<file path="src/rtl/bcd_counter_mod_if.sv">
`default_nettype none
// ============================================================================
// Module     : bcd_counter_mod_if
// Description: Control/data bundle for the multi-digit BCD counter. The
//              master drives enable, direction, load and load data. The
//              slave (the counter) returns the count, terminal count and
//              load-error flag.
// Revision   : 1.0 - initial release
// ============================================================================
interface bcd_counter_mod_if #(
  parameter int unsigned DIGITS = 3
);
  logic                  EN;
  logic                  UP;
  logic                  LD;
  logic [4*DIGITS-1:0]   D;
  logic [4*DIGITS-1:0]   Q;
  logic                  C;
  logic                  ERR;

  modport master (
    output EN, UP, LD, D,
    input  Q, C, ERR
  );

  modport slave (
    input  EN, UP, LD, D,
    output Q, C, ERR
  );
endinterface
`default_nettype wire

</file>
<file path="src/rtl/bcd_counter_mod.sv">
`default_nettype none
// ============================================================================
// Module     : bcd_counter_mod
// Description: Parametrised multi-digit BCD counter with programmable
//              modulus, up/down counting, count enable, validated
//              synchronous parallel load and a combinational terminal-count
//              flag suitable for cascading.
// Revision   : 1.0 - initial release
// ============================================================================
module bcd_counter_mod #(
  parameter int unsigned DIGITS  = 3,
  parameter int unsigned MODULUS = 200
) (
  input  wire logic         Clk,
  input  wire logic         MR,
  bcd_counter_mod_if.slave  bus
);

  localparam int unsigned W = 4 * DIGITS;

  // Packed-BCD form of a decimal value; used only on constants.
  function automatic logic [W-1:0] to_bcd(input int unsigned v);
    int unsigned t;
    logic [W-1:0] r;
    t = v;
    r = '0;
    for (int i = 0; i < int'(DIGITS); i++) begin
      r[4*i +: 4] = 4'(t % 10);
      t = t / 10;
    end
    return r;
  endfunction

  // Largest count in the sequence, in packed BCD.
  localparam logic [W-1:0] MAX_BCD = to_bcd(MODULUS - 1);

  logic [W-1:0]      q_r;
  logic              err_r;
  logic [W-1:0]      q_inc;
  logic [W-1:0]      q_dec;
  logic [DIGITS-1:0] inc_carry;
  logic [DIGITS-1:0] dec_borrow;
  logic [DIGITS-1:0] digit_ok;
  logic              load_ok;
  logic              at_max;
  logic              at_zero;

  assign inc_carry[0]  = 1'b1;
  assign dec_borrow[0] = 1'b1;

  // Per-digit BCD increment/decrement with a ripple carry/borrow chain.
  for (genvar i = 0; i < int'(DIGITS); i++) begin : g_digit
    logic [3:0] qd;
    logic [3:0] dd;
    assign qd = q_r[4*i +: 4];
    assign dd = bus.D[4*i +: 4];

    assign q_inc[4*i +: 4] = !inc_carry[i]  ? qd :
                             (qd == 4'd9)   ? 4'd0 : qd + 4'd1;
    assign q_dec[4*i +: 4] = !dec_borrow[i] ? qd :
                             (qd == 4'd0)   ? 4'd9 : qd - 4'd1;
    assign digit_ok[i]     = (dd <= 4'd9);

    if (i < int'(DIGITS) - 1) begin : g_chain
      assign inc_carry[i+1]  = inc_carry[i]  & (qd == 4'd9);
      assign dec_borrow[i+1] = dec_borrow[i] & (qd == 4'd0);
    end
  end

  // With every digit valid, packed-BCD ordering equals decimal ordering,
  // so the range check can compare against the BCD constant directly.
  assign load_ok = (&digit_ok) && (bus.D <= MAX_BCD);
  assign at_max  = (q_r == MAX_BCD);
  assign at_zero = (q_r == '0);

  // Count state and load-error flag: load beats count beats hold.
  always_ff @(posedge Clk or negedge MR) begin
    if (!MR) begin
      q_r   <= '0;
      err_r <= 1'b0;
    end else if (bus.LD) begin
      if (load_ok) begin
        q_r   <= bus.D;
        err_r <= 1'b0;
      end else begin
        q_r   <= '0;
        err_r <= 1'b1;
      end
    end else begin
      err_r <= 1'b0;
      if (bus.EN) begin
        if (bus.UP) q_r <= at_max  ? '0      : q_inc;
        else        q_r <= at_zero ? MAX_BCD : q_dec;
      end
    end
  end

  assign bus.Q   = q_r;
  assign bus.ERR = err_r;
  // Terminal count is asserted in the cycle before the wrap so a following
  // stage can use it directly as its enable.
  assign bus.C   = bus.EN & ~bus.LD & (bus.UP ? at_max : at_zero);

endmodule
`default_nettype wire

</file>
<file path="src/flat_wrapper.sv">
// flat-port wrapper written by rule: the top's interface ports become plain ports
module bcd_counter_mod_flat 
#(
  parameter int unsigned DIGITS  = 3,
  parameter int unsigned MODULUS = 200
)
  (Clk, MR, bus_EN, bus_UP, bus_LD, bus_D, bus_Q, bus_C, bus_ERR);
  bcd_counter_mod_if #(.DIGITS(DIGITS)) bus_i ();
  input  wire logic Clk;
  input  wire logic MR;
  input wire logic [$bits(bus_i.EN)-1:0] bus_EN;
  input wire logic [$bits(bus_i.UP)-1:0] bus_UP;
  input wire logic [$bits(bus_i.LD)-1:0] bus_LD;
  input wire logic [$bits(bus_i.D)-1:0] bus_D;
  output wire logic [$bits(bus_i.Q)-1:0] bus_Q;
  output wire logic [$bits(bus_i.C)-1:0] bus_C;
  output wire logic [$bits(bus_i.ERR)-1:0] bus_ERR;
  assign bus_i.EN = bus_EN;
  assign bus_i.UP = bus_UP;
  assign bus_i.LD = bus_LD;
  assign bus_i.D = bus_D;
  assign bus_Q = bus_i.Q;
  assign bus_C = bus_i.C;
  assign bus_ERR = bus_i.ERR;
  bcd_counter_mod #(.DIGITS(DIGITS), .MODULUS(MODULUS)) u_core (.Clk(Clk), .MR(MR), .bus(bus_i));
endmodule
</file>
<file path="config.mk">
export PLATFORM = sky130hd
export DESIGN_NAME = bcd_counter_mod_flat
export DESIGN_NICKNAME = d
export VERILOG_FILES = /design/src/rtl/bcd_counter_mod_if.sv /design/src/rtl/bcd_counter_mod.sv /design/src/flat_wrapper.sv
export SDC_FILE = /design/constraint.sdc
export NUM_CORES = 1
export LEC_CHECK = 0
export CAP_MARGIN = 30
export CORE_ASPECT_RATIO = 1.1
export CORE_MARGIN = 3
export CORE_UTILIZATION = 40
export CTS_CLUSTER_DIAMETER = 40
export DETAILED_ROUTE_END_ITERATION = 12
export GPL_TIMING_DRIVEN = 0
export PLACE_DENSITY_LB_ADDON = 0.1
export SYNTH_ARGS = -nofsm -noshare
export SYNTH_HDL_FRONTEND = slang
export SYNTH_SLANG_ARGS = --single-unit
export TNS_END_PERCENT = 5
</file>
<file path="constraint.sdc">
create_clock -name Clk -period 2 [get_ports Clk]
set_input_delay 0.3 -clock Clk [delete_from_list [all_inputs] [get_ports Clk]]
set_output_delay 0.3 -clock Clk [all_outputs]
set_load 0.005 [all_outputs]
</file>
==> impl_metrics.json, run 1 <==
{
  "outcome": "finished, violations left",
  "violations": "negative setup slack",
  "rsz0062_at_grt": "true",
  "grt_max_degree": 14,
  "ctsHtreeMaxLevel": 1,
  "cp.required_ps": 1700,
  "wl_per_cell_um": 16.8,
  "core_area_um2": 2830,
  "mappedNetlistNets": 172,
  "min_period_ps": 2130,
  "die_y_um": 63.5,
  "drt_iter0_markers": 93,
  "relSlewSlack_pct": 57.7,
  "powerDensity_nw_per_um2": 510,
  "die_area_um2": 3700,
  "cp_max_fo": 3,
  "r2r_start": "u_core.bus.Q[0]",
  "slew_violations": 0,
  "ys_ff_latch": 13,
  "finalSetupViolCount": 1,
  "ctsHoldBuffers": 0,
  "antenna_cells": 0,
  "dp_hpwl_mm": 2.60,
  "startpoint": "u_core.bus.Q[0]",
  "path_clk_slew_ps": 90,
  "track_usage_pct": 22.5,
  "clockBufferDepth": 2,
  "ant_nets": 0,
  "antenna_found_initial": 0,
  "synthesis.instances": 149,
  "seq_area_frac_synth_pct": 27.1,
  "min_path_type": "input port to async pin",
  "portBuffers": 30,
  "path_class": "flip-flop to output pin",
  "drc": 0,
  "synth_warnings": 0,
  "layout_common_cells": "clkdlybuf4s50_1 (28), buf_4 (21), nand2_1 (15), nor2_1 (14), dfrtp_1 (11)",
  "start_util_pct": 42.5,
  "die_x_um": 58.3,
  "stdcell_area_um2": 1770,
  "final_common_cell": "clkdlybuf4s50_1",
  "place_area_um2": 1540,
  "drive_above_1_share_pct": 25.5,
  "fmax_mhz": 469,
  "synthDistinctLibCells": 53,
  "maxCapViolCount": 0,
  "first_global_vias": 1333,
  "worst_slew_pin_slew_ps": 633,
  "cts_tree": "built",
  "cts_sinks": 13,
  "cp_data_arrival_time_ps": 1830,
  "holdWs_ps": 399,
  "async_flop_share_pct": 100,
  "drtPass1Iterations": 4,
  "routabilityCongestion": 0.859,
  "total_power_uw": 901,
  "leakage_uw": 0.000748,
  "post_synth.cell_area_avg_um2": 8.06,
  "synth_ff_type": "dfrtp_1",
  "r2r_cells": 9,
  "synthToLayoutAreaGrowth_pct": 47.2,
  "grt-ovfl-total": 0,
  "clkLatencyLatePin_ps": 280,
  "numCtsBuffers": 3,
  "fin_crit_sh_pct": 107,
  "synth_edf_count": 0,
  "start_kind": "flip-flop",
  "hold_viol": 0,
  "layout_setup_ws_ps": -133,
  "layout.nets": 224,
  "grt_pass1_wl_mm": 6.50,
  "end_kind": "output pin",
  "utilization_pct": 62.5,
  "vias": 1387,
  "ir_drop_mv": 0.426,
  "fin_skew_ps": 0.944,
  "via_per_inst": 5.95,
  "netlist_area_um2": 1200,
  "cts_root_buf": "clkbuf_4",
  "rows": 20,
  "io_pins": 31,
  "wl_mm": 3.93
}
[what timing repair did]
item                       in CTS  in global routing
buffers inserted               12                  5
setup endpoints to repair       2                  4
gates resized for setup        21                  6
pin swaps                       4                  4
[logic make-up after synthesis]
group,after synthesis,share of synthesized area (%)
AO/OA/AOI/OAI,53,32.6
XOR/XNOR,2,1.46
adder cells (fa/ha/maj),6,6.25
buffers and inverters,19,7.92
flip-flops,13,27.1
multiplexers,2,1.77
AND/OR/NAND/NOR,54,22.9
[routing by layer]
layer,global-route usage [%],up-vias,wire length [um]
li1,-,664,-
met1,31.2,669,1710
met2,36.3,48,1960
met3,2.05,6,195
met4,6.96,0,61
met5,0,-,0
[layout make-up]
cell class	instances	area, um^2
buffer	9	61.3
clock buffer	4	26.3
fill	252	1060
inverter	10	37.5
multi-input combinational	117	852
sequential	13	328
tap	33	41.3
timing repair buffer	47	422
[worst paths after layout]
| path | endpoint | slack, ps |
|---|---|---|
| worst min register to register | u_core.bus.Q[11] | 570 |
| min in group Clk | u_core.bus.Q[0] | 560 |
| worst max register to register | u_core.bus.Q[7] | 90 |
| max in group asynchronous | u_core.bus.Q[4] | 1160 |
| worst min-delay path | u_core.bus.Q[10] | 400 |
| worst max-delay path | bus_C | -130 |
[Yosys cell counts (all sizes together), types with 2 or more instances]
master	n	share of area (%)
nor3b	2	1.2
buf	8	4.5
nand2	15	4.7
a41o	2	1.7
o31ai	2	1.2
a211oi	3	1.9
nand3b	2	1.2
a21o	2	1.2
nor3	3	1.2
a31oi	6	3.1
nand2b	2	1.0
nand3	6	2.5
and3	2	1.0
a311oi	2	2.0
nor4b	2	2.0
inv	9	2.8
o21ai	7	2.9
ha	6	6.2
a21oi	10	4.2
nor2	15	4.7
dfrtp	13	27
o22ai	4	2.6
[power by group]
group | total, uW | switching, uW | leakage, uW | internal [uW]
registers | 307 | 21.8 | 0.000167 | 285
clock network | 180 | 103 | 0.0000150 | 77.5
logic | 414 | 194 | 0.000565 | 220
[registers in the layout, summed over array words and instances, names as in the netlist]
register        count
u_core.bus.ERR      1
u_core.bus.Q       12
[metrics by stage]
step	TNS (ps)	worst slack, ps	std cells
final	-133	-133	233
after floorplan	0	44.7	149
after global placement	-2010	-848	212
after CTS	-96.1	-96.1	228
after detailed placement	-1580	-740	212
after global routing	-347	-196	233
[critical path: stages, from the launching register on]
cell and delay (ps):
dfrtp_2 440, inv_2 90, ha_4 140, nor3b_4 220, and3_4 220, a22o_4 120, nor4b_4 170, buf_2 150
(Power assumes the default switching activity.)
==> run 2, diff against run 1 <==
--- a/config.mk
+++ b/config.mk
@@ -11,9 +11,10 @@
 export CORE_UTILIZATION = 40
 export CTS_CLUSTER_DIAMETER = 40
 export DETAILED_ROUTE_END_ITERATION = 12
+export DONT_BUFFER_PORTS = 1
 export GPL_TIMING_DRIVEN = 0
 export PLACE_DENSITY_LB_ADDON = 0.1
 export SYNTH_ARGS = -nofsm -noshare
 export SYNTH_HDL_FRONTEND = slang
 export SYNTH_SLANG_ARGS = --single-unit
-export TNS_END_PERCENT = 5
+export TNS_END_PERCENT = 100
==> run 2 against run 1 <==
Against the previous run:
- the run still ends with negative setup slack left
- global-route usage fell by 2.2 points
- setup slack better by 48 ps
- sequential power is 4% higher
- routed wire length is 9.2% lower
- die area stayed put
- combinational power down 29%
- clock power barely moved
- cell area shrank 19%
- worst hold slack got worse by 270 ps
- largest cell class unchanged
- highest routed layer unchanged
==> impl_metrics.json, run 2 (synthesized netlist as in run 1, its figures left out) <==
{
  "finalSetupViolCount": 1,
  "rows": 20,
  "final_common_cell": "nand2_1",
  "clockBufferDepth": 2,
  "violations": "negative setup slack",
  "timing.rr.end": "u_core.bus.Q[11]",
  "critical-path-top-delay-family": "simple AND/OR/NAND/NOR gates",
  "start_kind": "flip-flop",
  "hold_viol": 0,
  "start_util_pct": 42.5,
  "core_area_um2": 2830,
  "min_from": "bus_D[2]",
  "drc": 0,
  "powerDensity_nw_per_um2": 560,
  "outcome": "finished, violations left",
  "relSlewSlack_pct": 52.9,
  "path_cells": "inv_2 > ha_4 > nor3b_4 > and3_4 > a22o_4 > nor4b_4",
  "crit_path_max_incr_delay_ps": 500,
  "layout_setup_ws_ps": -85.1,
  "die_x_um": 58.3,
  "r2r_setup_slack_ps": 90,
  "numCtsBuffers": 3,
  "slowest_stage": "dfrtp_2",
  "ir_drop_mv": 0.314,
  "die_area_um2": 3700,
  "wl_per_cell_um": 18.3,
  "layout.nets": 186,
  "vias": 1221,
  "largest_reg_flops": 12,
  "cts_tree": "built",
  "drive_above_1_share_pct": 25.3,
  "r2r_cells": 9,
  "fmax_mhz": 480,
  "antenna_found_initial": 0,
  "antenna_cells": 0,
  "path_class": "flip-flop to output pin",
  "track_usage_pct": 20.3,
  "r2r_start": "u_core.bus.Q[0]",
  "slew_violations": 0,
  "clkLatencyLatePin_ps": 290,
  "ant_nets": 0,
  "min_period_ps": 2090,
  "via_per_inst": 6.26,
  "fin_crit_sh_pct": 104,
  "ctsHtreeMaxLevel": 1,
  "pre_cts_slack_ps": -452,
  "cts_sinks": 13,
  "die_y_um": 63.5,
  "rsz0062_at_grt": "true",
  "cts_root_buf": "clkbuf_4",
  "leakage_uw": 0.000591,
  "wl_mm": 3.56,
  "portBuffers": 0,
  "min_path_type": "input port to flip-flop",
  "holdWs_ps": 129,
  "path_buf_inv": 1,
  "end_kind": "output pin",
  "maxCapViolCount": 0,
  "cp.required_ps": 1700,
  "routabilityCongestion": 0.869,
  "grt_pass1_wl_mm": 5.79,
  "path_clk_slew_ps": 90,
  "fin_skew_ps": 8.90,
  "worst_slew_pin_slew_ps": 705,
  "cp_max_fo": 8,
  "synthToLayoutAreaGrowth_pct": 18.5,
  "layout_common_cells": "nand2_1 (15), nor2_1 (14), buf_4 (11), a21oi_1 (10), dfrtp_1 (10)",
  "grt-ovfl-total": 0,
  "grt_max_degree": 14,
  "drt_iter0_markers": 58,
  "min_path_cells": 1,
  "dp_hpwl_mm": 2.50,
  "first_global_vias": 1177,
  "min_to": "u_core.bus.Q[2]",
  "drtPass1Iterations": 4,
  "cp_data_arrival_time_ps": 1790,
  "io_pins": 31
}
-- run 2: worst reg2reg max path, delay by kind of cell, from the launching register on --
| kind | cells | cell delay [ps] |
|---|---|---|
| compound gates | 3 | 510 |
| flops | 1 | 500 |
| buf+inv | 3 | 350 |
| simple gates | 2 | 350 |
| fa+ha+maj | 1 | 130 |
-- run 2: power by group --
part / total (uW) / internal [uW] / switching [uW]
clock: 182 / 77.5 / 104
combinational: 296 / 139 / 157
sequential: 320 / 285 / 35.2
total: 798 / 502 / 296
-- run 2: timing repair --
item	in CTS	in global routing
hold endpoints to repair	13	0
pin swaps	4	3
gates resized for setup	17	4
buffers inserted	7	1
endpoints found under the setup margin	5	4
hold buffers	1	0
-- run 2: cell type report --
class                      count  area (um^2)
fill                         281         1400
multi-input combinational    117          860
sequential                    13          329
timing repair buffer           9         70.1
buffer                         9         57.6
tap                           33         41.3
inverter                      10         40.0
clock buffer                   4         26.3
-- run 2: how the worst max path moves through the flow --
stage	to	startpoint	cells past startpoint
finish	bus_C	u_core.bus.Q[0]	6
global route	bus_C	u_core.bus.Q[0]	6
CTS	bus_C	u_core.bus.Q[0]	6
detailed placement	bus_C	u_core.bus.Q[0]	6
global placement	bus_C	u_core.bus.Q[0]	6
floorplan	bus_C	u_core.bus.Q[0]	6
-- run 2: metrics by stage --
stage / instance area (um^2) / setup TNS [ps] / instances / utilization, % / power [uW]
6_report: 1420 / -85.1 / 195 / 50.4 / 798
5_1_grt: 1420 / -152 / 195 / 50.4 / 843
4_1_cts: 1400 / -72.3 / 194 / 49.6 / 789
3_5_place_dp: 1240 / -693 / 182 / 43.9 / 555
3_3_place_gp: 1240 / -724 / 182 / 43.9 / 550
2_1_floorplan: 1200 / 0 / 149 / - / 502
-- run 2: layer usage --
metal  global-route usage, %  part of all wire, %  wire, um
met5                       0                    0         0
met4                    5.51                  1.3        45
met1                    25.9                   43      1550
met3                    4.51                  6.4       229
met2                    33.8                   49      1740
